## src/rtl/instr_fetch_unit.sv

```systemverilog
// Multicycle instruction fetch engine: owns the PC, waits MEM_LAT cycles on the
// word-addressed instruction memory, and hands instructions over a valid/ack handshake.
module instr_fetch_unit #(
    parameter int ADDR_W   = 8,
    parameter int DATA_W   = 32,
    parameter int MEM_LAT  = 1,
    parameter int RESET_PC = 0
) (
    input  logic              clk,
    input  logic              rst,
    input  logic              fetch_req,
    input  logic              stall,
    input  logic              pc_load,
    input  logic [ADDR_W-1:0] pc_load_value,
    output logic [ADDR_W-1:0] inst_address,
    input  logic [DATA_W-1:0] read_data,
    output logic [DATA_W-1:0] instr_out,
    output logic [ADDR_W-1:0] instr_pc,
    output logic              instr_valid,
    input  logic              instr_ack,
    output logic              busy,
    output logic              pc_wrap,
    output logic [15:0]       fetch_count
);

    localparam logic [1:0] ST_IDLE  = 2'd0;
    localparam logic [1:0] ST_FETCH = 2'd1;
    localparam logic [1:0] ST_VALID = 2'd2;

    localparam logic [3:0]        LAT_V      = 4'(MEM_LAT);
    localparam logic [ADDR_W-1:0] RESET_PC_V = ADDR_W'(RESET_PC);

    logic [1:0]        state_r;
    logic [1:0]        state_nxt_s;
    logic [3:0]        wcnt_r;
    logic [3:0]        wcnt_nxt_s;
    logic              capture_s;
    logic [ADDR_W-1:0] pc_r;
    logic [DATA_W-1:0] instr_out_r;
    logic [ADDR_W-1:0] instr_pc_r;
    logic              busy_r;
    logic              valid_r;
    logic              pc_wrap_r;
    logic [15:0]       fetch_count_r;

    // Next-state and wait-counter decode; a redirect overrides every state.
    always_comb begin
        state_nxt_s = state_r;
        wcnt_nxt_s  = wcnt_r;
        capture_s   = 1'b0;
        if (pc_load) begin
            state_nxt_s = ST_IDLE;
        end else begin
            case (state_r)
                ST_IDLE: begin
                    if (fetch_req) begin
                        state_nxt_s = ST_FETCH;
                        wcnt_nxt_s  = 4'd0;
                    end else begin
                        state_nxt_s = ST_IDLE;
                    end
                end
                ST_FETCH: begin
                    if (stall) begin
                        wcnt_nxt_s = wcnt_r;
                    end else if (wcnt_r < LAT_V) begin
                        wcnt_nxt_s = wcnt_r + 4'd1;
                    end else begin
                        capture_s   = 1'b1;
                        state_nxt_s = ST_VALID;
                    end
                end
                ST_VALID: begin
                    if (instr_ack && fetch_req) begin
                        state_nxt_s = ST_FETCH;
                        wcnt_nxt_s  = 4'd0;
                    end else if (instr_ack) begin
                        state_nxt_s = ST_IDLE;
                    end else begin
                        state_nxt_s = ST_VALID;
                    end
                end
                default: begin
                    state_nxt_s = ST_IDLE;
                    wcnt_nxt_s  = 4'd0;
                end
            endcase
        end
    end

    // State, PC and instruction register updates; status flags registered from next state.
    always_ff @(posedge clk) begin
        if (rst) begin
            state_r       <= ST_IDLE;
            wcnt_r        <= 4'd0;
            pc_r          <= RESET_PC_V;
            instr_out_r   <= '0;
            instr_pc_r    <= '0;
            busy_r        <= 1'b0;
            valid_r       <= 1'b0;
            pc_wrap_r     <= 1'b0;
            fetch_count_r <= 16'd0;
        end else begin
            state_r   <= state_nxt_s;
            wcnt_r    <= wcnt_nxt_s;
            busy_r    <= (state_nxt_s == ST_FETCH);
            valid_r   <= (state_nxt_s == ST_VALID);
            pc_wrap_r <= capture_s && (&pc_r);
            if (pc_load) begin
                pc_r <= pc_load_value;
            end else if (capture_s) begin
                pc_r <= pc_r + ADDR_W'(1);
            end else begin
                pc_r <= pc_r;
            end
            if (capture_s) begin
                instr_out_r <= read_data;
                instr_pc_r  <= pc_r;
                if (fetch_count_r != 16'hFFFF) begin
                    fetch_count_r <= fetch_count_r + 16'd1;
                end else begin
                    fetch_count_r <= fetch_count_r;
                end
            end else begin
                instr_out_r   <= instr_out_r;
                instr_pc_r    <= instr_pc_r;
                fetch_count_r <= fetch_count_r;
            end
        end
    end

    assign inst_address = pc_r;
    assign instr_out    = instr_out_r;
    assign instr_pc     = instr_pc_r;
    assign instr_valid  = valid_r;
    assign busy         = busy_r;
    assign pc_wrap      = pc_wrap_r;
    assign fetch_count  = fetch_count_r;

endmodule
```

## config.mk

```make
export PLATFORM = sky130hd
export DESIGN_NAME = instr_fetch_unit
export DESIGN_NICKNAME = d
export VERILOG_FILES = /design/src/rtl/instr_fetch_unit.sv
export SDC_FILE = /design/constraint.sdc
export NUM_CORES = 1
export LEC_CHECK = 0
export ABC_AREA = 1
export CAP_MARGIN = 30
export CORE_MARGIN = 2
export CORE_UTILIZATION = 55
export CTS_BUF_LIST = sky130_fd_sc_hd__clkbuf_2
export DETAILED_ROUTE_END_ITERATION = 10
export DONT_BUFFER_PORTS = 1
export PLACE_DENSITY = 0.74
export SLEW_MARGIN = 10
export SYNTH_ARGS = -nofsm -noshare
export SYNTH_HDL_FRONTEND = slang
export SYNTH_SLANG_ARGS = --single-unit
```

## constraint.sdc

```tcl
create_clock -name clk -period 2 [get_ports clk]
set_input_delay 0.3 -clock clk [delete_from_list [all_inputs] [get_ports clk]]
set_output_delay 0.3 -clock clk [all_outputs]
set_load 0.02 [all_outputs]
```

After elaboration in Yosys (flattened, before gate mapping)

Index checks and enable logic that the tools add are counted.

Bits in registers: 73
Bits of input ports: 46
Output and inout bits: 67
Word-level logic and storage cells: 48

$add $sub $neg: 3
Order comparisons: 1
Equality and inequality tests: 9
Muxes and demuxes: 18
Bitwise gates (word level): 1
Reduce and logical (&&, ||, !) cells: 7

Operators with widths:

| cell                    | count |
|---|---|
| $add A16 B1 Y16 const B | 1 |
| $mux W4                 | 4 |
| $mux W8                 | 2 |
| $ne A16 B16 Y1 const B  | 1 |
| $pmux W4 S3             | 1 |
| $mux W2                 | 5 |
| $add A8 B1 Y8 const B   | 1 |
| $ne A2 B2 Y1 const B    | 4 |
| $reduce_and A8 Y1       | 1 |
| $pmux W2 S3             | 1 |
| $mux W1                 | 5 |
| $reduce_and A5 Y1       | 1 |
| $add A4 B1 Y4 const B   | 1 |
| $eq A2 B1 Y1 const B    | 2 |
| $eq A2 B2 Y1 const B    | 2 |
| $lt A4 B1 Y1 const B    | 1 |
| $logic_and A1 B1 Y1     | 2 |
| $logic_not A2 Y1        | 1 |
| $reduce_and A2 Y1       | 1 |
| $reduce_bool A2 Y1      | 1 |
| $not A1 Y1              | 1 |

Longest topological paths before layout

Gate-level depths: netlist of run 1.

Depth after elaboration: 7
Gate-level depth with buffers: 10
Mapped depth without buffers: 9

Least setup slack after synthesis of run 1

OpenSTA, ideal clock, no wires.

Path type: flip-flop to flip-flop
Start point: register fetch_count_r[1] (netlist: fetch_count[1])
End point: register fetch_count_r[2] (netlist: fetch_count[2])
Setup time: 115 ps
Arrival time: 1485 ps
Data required time: 1885 ps
Path slack: 400 ps
Cell stages (with the launch flop): 10
Path buffers: 1
Period minus slack after synthesis: 1600 ps
Path through: dfxtp_1 ha_1 inv_1 nor2_2 nand2_2 nor2_4 nor2_4 buf_6 a21oi_1 nor2_1

Word-level cells in the longest chain between the ends: 2
Elaborated cells on any way between the ends: 3
Classes of those cells: 1 x add/sub; 1 x eq/ne; 1 x reduce/logical

Ends and longest elaborated chain:

| what                                                                    | RTL line | source |
|---|---|---|
| start, declared                                                         | 44       | `logic [15:0] fetch_count_r;` |
| start signal, assigned                                                  | 120      | `fetch_count_r <= fetch_count_r + 16'd1;` |
| start signal, assigned                                                  | 122      | `fetch_count_r <= fetch_count_r;` |
| start signal, assigned                                                  | 127      | `fetch_count_r <= fetch_count_r;` |
| parallel branches: the longest is 2 deep, another holds $add A16 B1 Y16 | n/a      |  |

Parallel ways; which one is timed is not known.
A chain may end at the register's enable or synchronous reset.

Final worst setup path of run 1

Start point: register wcnt_r[0]
End point: register fetch_count_r[11] (netlist: fetch_count[11])

Word-level cells in the longest chain between the ends: 6

Ends and longest elaborated chain:

| what                        | RTL line | source |
|---|---|---|
| start, declared             | 35       | `logic [3:0] wcnt_r;` |
| start signal, assigned      | 105      | `wcnt_r <= wcnt_nxt_s;` |
| $lt A4 B1 Y1                | 66       | `end else if (wcnt_r < LAT_V) begin` |
| $mux W1                     | 66       |  |
| $mux W1                     | 64       | `if (stall) begin` |
| $mux W1                     | 54       | `case (state_r)` |
| $mux W1                     | 51       | `if (pc_load) begin` |
| $reduce_and A2 Y1 (no line) | n/a      |  |

No other way between the ends.

==> results.cfg, run 1 <==
[status]
status = completed

[hold_path]
worstHoldPathType = in -> reg
min-delay-start = pc_load

[global_route]
grt_pass1_wl_mm = 12.59
grt_max_degree = 51
antenna_found_initial = 0
grt.total_usage_pct = 25.34
globalRouteOverflowTotal = 0
grt_pass1_vias = 2759

[critical_path]
cp_data_arrival_time_ns = 2.19
critPathLaunch = wcnt_r[0]
crit_required_ns = 2.42
end_kind = register
cp_slowest_cell = nor2_4
cp_max_fo = 24
crit_top_cell = nand2_1
critPathLaunchType = register
reg2reg_slack_ns = 0.23
path_class = reg -> reg
cpPeakStageDelay_ns = 0.44
cp_cell_sequence = inv_1 > ha_1 > nand2_1 > nand4_4 > nor2_4 > nand3_1 > nand2_1 > nor2_1
r2r-start = wcnt_r[0]

[sta]
max_freq_mhz = 564.8
whs_ns = 0.02965
hold_viol = 0
fin_crit_sh_pct = 88.53
rsz0062_at_grt = false
tns_ns = 0
finalMaxSlewViolations = 0
fin_worst_skew_ns = 0.02414
period_minus_slack_ns = 1.771
setup_viol = 0
tightest_slew_ns = 0.5158
post-route-worst-setup-slack_ns = 0.2295
relSlewSlack_pct = 65.57

[power]
p_clk_share_pct = 33.0
leakage_nw = 1.452
peakVddDrop_uv = 371.8
power.total_mw = 2.499
p_seq_share_pct = 60.1
power_density_nw_per_um2 = 656.4
power_switching_uw = 660.4
p_int_mw = 1.839
combPwrFrac_pct = 6.8
p_sw_share_pct = 26.43

[routing]
avgRoutedWirePerCell_um = 14.35
first_pass_iters = 4
ant_nets = 0
drt_iter0_markers = 149
drcViolationCount = 0
wl_mm = 8.151
via_per_inst = 5.333
num_vias = 3029

[layout]
syn2layout_area_growth_pct = 18.82
multi_input_area_um2 = 1508
final_cell_mix = nand2_1 (138), dfxtp_1 (73), a21oi_1 (62)
layout_commonest_cell = nand2_1
final_nets = 541
seq_area_um2 = 1461
drive_above_1_share_pct = 8.669
num-fill-cells = 501
stdcell_area_um2 = 3807
diodes = 0

[floorplan]
core-area_um2 = 5574
die_height_um = 80.33
dieArea_um2 = 6453
start_util_pct = 57.49
die_width_um = 80.33
num_rows = 27
pin_count = 113

[logic_synthesis]
synth-seq-cells = 73
syn_avg_cell_area_um2 = 7.185
ys_types = 27
synth_fp_nets = 496
syn_inst = 446
netlist_area_um2 = 3204
synth.yosys.seq_area_share_pct = 45.61
synth_warnings = 0

[clocking]
root_buffer = clkbuf_2
worstSkewPairLatency_ns = 0.52
clock_path_buffers = 2
cts_buffers = 9
cts_setup_buffers = 0
cts-resized-gates = 0
cts.htree.levels = 3
cts_tree = built
holdBufCountCts = 38
cts_sinks = 73
clk_pin_slew_ns = 0.20

[place]
place_ws_ns = 0.2335
dp_hpwl_mm = 5.181
gp_congestion = 0.8027
io_buffer_count = 0
placed_cell_area_um2 = 3301

[run]
maxCapViolations = 0
worst paths after layout:
path | end | cells after the start
min | inst_address[7] | 4
min reg2reg | wcnt_r[3] | 2
max reg2reg | fetch_count[11] | 8
max | fetch_count[11] | 8
state kept, by name, indices dropped and copies added, names as in the netlist:
register and count:
instr_out 32, fetch_count 16, inst_address 8, instr_pc 8, wcnt_r 4, state_r 2
busy 1, instr_valid 1, pc_wrap 1
per-stage QoR:
step | utilization [%] | instances
after floorplan | - | 446
after CTS | 68.31 | 568
after detailed placement | 59.21 | 514
final | 68.31 | 568
after global routing | 68.31 | 568
after global placement | 59.21 | 514
layout make-up:
class	count	area share [%]
Multi-Input combinational cell	324	39.60
Tap cell	72	2.366
Inverter	29	2.859
Sequential cell	73	38.38
Clock inverter	7	1.873
Timing Repair Buffer	54	13.74
Clock buffer	9	1.183
worst max-delay path, delay by kind of cell (launching register included):
kind                     cells  cell delay (ns)
buffers and inverters        1             0.06
AND/OR/NAND/NOR              6             1.05
adder cells (fa/ha/maj)      1             0.18
flip-flops                   1             0.39
power groups by stage:
stage          Combinational, mW  Clock, mW  Sequential, mW
4_1_cts                    0.168      0.846            1.50
6_report                   0.170      0.826            1.50
5_1_grt                    0.188      0.905            1.51
3_3_place_gp              0.0834          0            1.53
3_5_place_dp              0.0864          0            1.53
2_1_floorplan             0.0881          0            1.53
cells in the mapped netlist:
library cell,instances,share of area [%]
a211oi_1,4,0.94
a21oi_1,62,9.7
buf_1,3,0.35
buf_2,5,0.78
buf_6,6,2.1
clkbuf_1,6,0.70
clkinv_1,1,0.12
dfxtp_1,73,46
ha_1,4,1.6
inv_1,27,3.2
inv_2,1,0.12
nand2_1,138,16
nand2_2,2,0.39
nand3_1,26,4.1
nand3_4,1,0.55
nand4_1,5,0.98
nand4_4,1,0.66
nor2_1,51,6.0
nor2_2,1,0.20
nor2_4,3,1.1
nor2_8,1,0.62
nor3_1,3,0.47
o211a_1,1,0.31
o21ai_0,16,2.5
o21ai_1,3,0.47
or2_2,1,0.20
xor2_1,1,0.27
metal layers:
metal / global-route usage, % / share of wire (%)
met3: 7.865 / 8.0
met2: 41.83 / 48
met5: 0 / 0
met1: 30.43 / 42
met4: 10.68 / 2.3
kinds of logic after synthesis:
group,Yosys count,share of synthesized area [%]
AO/OA/AOI/OAI,86,13.90
adder cells (fa/ha/maj),4,1.562
XOR/XNOR,1,0.2734
flip-flops,73,45.61
buffers and inverters,49,7.340
AND/OR/NAND/NOR,233,31.32
Power figures use the tool's default switching activity.
==> run 2, diff against run 1 <==
--- a/config.mk
+++ b/config.mk
@@ -7,12 +7,15 @@
 export LEC_CHECK = 0
 export ABC_AREA = 1
 export CAP_MARGIN = 30
+export CELL_PAD_IN_SITES_DETAIL_PLACEMENT = 2
+export CELL_PAD_IN_SITES_GLOBAL_PLACEMENT = 2
 export CORE_MARGIN = 2
-export CORE_UTILIZATION = 55
+export CORE_UTILIZATION = 35
 export CTS_BUF_LIST = sky130_fd_sc_hd__clkbuf_2
+export CTS_CLUSTER_DIAMETER = 50
 export DETAILED_ROUTE_END_ITERATION = 10
 export DONT_BUFFER_PORTS = 1
-export PLACE_DENSITY = 0.74
+export PLACE_DENSITY = 0.86
 export SLEW_MARGIN = 10
 export SYNTH_ARGS = -nofsm -noshare
 export SYNTH_HDL_FRONTEND = slang
==> results.cfg, run 2 (synthesis gave the netlist of run 1 again) <==
[status]
status = completed

[critical_path]
cp_data_arrival_time_ns = 2.32
cp_max_fo = 5
critPathLaunchType = register
cp_cell_sequence = inv_1 > ha_1 > nand2_1 > nand3_4 > nor2_4 > buf_4 > o21ai_0 > a21oi_1
cpPeakStageDelay_ns = 0.40
end_kind = register
crit_required_ns = 2.44
path_class = reg -> reg
cp_slowest_cell = dfxtp_1

[global_route]
grt_pass1_wl_mm = 18.64
grt_max_degree = 51
grt_pass1_vias = 3589
globalRouteOverflowTotal = 0
antenna_found_initial = 0
grt.total_usage_pct = 24.05

[layout]
syn2layout_area_growth_pct = 23.47
final_nets = 548
drive_above_1_share_pct = 10.14
largest_register_ffs = 32
final_cell_mix = nand2_1 (138), dfxtp_1 (73), a21oi_1 (62)
stdcell_count = 611
fin_util_pct = 44.93
num-fill-cells = 1029
layout_commonest_cell = nand2_1
diodes = 0

[routing]
ant_nets = 0
drcViolationCount = 0
wl_met1_mm = 4.894
num_vias = 3283
routed-wl-met2_mm = 6.795
via_per_inst = 5.373
met3WireLength_um = 700
avgRoutedWirePerCell_um = 20.61
drt_iter0_markers = 90
top_layer = met4
first_pass_iters = 6
wl_mm = 12.60

[sta]
fin_crit_sh_pct = 93.88
hold_viol = 0
relSlewSlack_pct = 62.24
period_minus_slack_ns = 1.878
post-route-worst-setup-slack_ns = 0.1225
fin_worst_skew_ns = 0.03131
tightest_slew_ns = 0.5645
setup_viol = 0
max_freq_mhz = 532.6
finalMaxSlewViolations = 0

[clocking]
cts_buffers = 9
root_buffer = clkbuf_2
cts_sinks = 73
cts_tree = built
clk_pin_slew_ns = 0.24
worstSkewPairLatency_ns = 0.52
cts.htree.levels = 3
clock_path_buffers = 2

[power]
peakVddDrop_uv = 364.6
power_density_nw_per_um2 = 719.3
leakage_nw = 1.510

[floorplan]
start_util_pct = 36.39
pin_count = 113
dieArea_um2 = 9936
die_height_um = 99.68
core-area_um2 = 8806
num_rows = 34
die_width_um = 99.68

[place]
io_buffer_count = 0
dp_hpwl_mm = 7.409
place_inst = 551
place_ws_ns = 0.1336
gp_congestion = 0.7898

[hold_path]
worstHoldPathType = in -> reg

[run]
maxCapViolations = 0
## run 2: cell types whose count changed in the layout (fill, tap and decap cells not counted), sizes merged
| cell | change |
|---|---|
| clkinv | -3 |
| inv | +1 |
| bufinv | +2 |
| nor2 | +1 |
| buf | +6 |
| clkinvlp | -1 |
| clkbuf | +1 |
## run 2: area by class of cell
class | instances | area [µm²] | area share (%)
flip-flops and latches | 73 | 1461 | 36.94
clock inverters | 6 | 115.1 | 2.910
inverters | 29 | 108.9 | 2.751
multi-input cells | 325 | 1514 | 38.27
repair buffers | 60 | 571.8 | 14.45
well taps | 108 | 135.1 | 3.416
clock buffers | 10 | 50.05 | 1.265
## run 2: path summary, 6_finish.rpt
check                               start              end  slack [ns]  cells past startpoint
worst min register to register  wcnt_r[1]        wcnt_r[1]        0.51                      2
worst max-delay path            wcnt_r[0]      instr_pc[3]        0.12                      8
worst min-delay path              pc_load  inst_address[7]        0.01                      4
worst max register to register  wcnt_r[0]      instr_pc[3]        0.12                      8
## run 2: layer usage
metal | global-route usage [%] | vias to the layer above
met5 | 0 | -
met2 | 46.10 | 94
met3 | 5.481 | 18
met4 | 7.376 | 0
li1 | - | 1543
met1 | 26.00 | 1628
## run 2: timing repair
action	4_1_cts	5_1_grt
hold endpoints to repair	54	0
gates resized for setup	0	1
hold buffers	38	0
setup endpoints to repair	0	35
buffers inserted	0	5
## run 2: critical path, delay by kind of cell, from the launching register on
kind / cells / cell delay (ns)
AND/OR/NAND/NOR: 3 / 0.61
flip-flops: 1 / 0.40
AO/OA/AOI/OAI: 2 / 0.36
buffers and inverters: 2 / 0.25
adder cells (fa/ha/maj): 1 / 0.20
## run 2: through the flow
stage               hold slack, ns   TNS, ns  power, mW  cell area [µm²]
floorplan                   0.4174         0      1.615             3204
global placement            0.3731         0      1.622             3353
detailed placement          0.3760         0      1.630             3353
CTS                       0.009248         0      2.846             3909
global route               0.02430  -0.03498      2.959             3956
finish                    0.009850         0      2.846             3956
## run 2: report_power, final
group / internal, mW / total, mW / switching, mW / leakage [nW]
Clock: 0.551 / 1.15 / 0.598 / 0.0927
Combinational: 0.0843 / 0.193 / 0.109 / 0.828
Sequential: 1.47 / 1.50 / 0.0317 / 0.590
==> run 3, diff against run 2 <==
--- a/config.mk
+++ b/config.mk
@@ -6,7 +6,7 @@
 export NUM_CORES = 1
 export LEC_CHECK = 0
 export ABC_AREA = 1
-export CAP_MARGIN = 30
+export CAP_MARGIN = 20
 export CELL_PAD_IN_SITES_DETAIL_PLACEMENT = 2
 export CELL_PAD_IN_SITES_GLOBAL_PLACEMENT = 2
 export CORE_MARGIN = 2
==> results of run 3 <==
No change in the layout: final DEF, timing and power equal those of run 2.
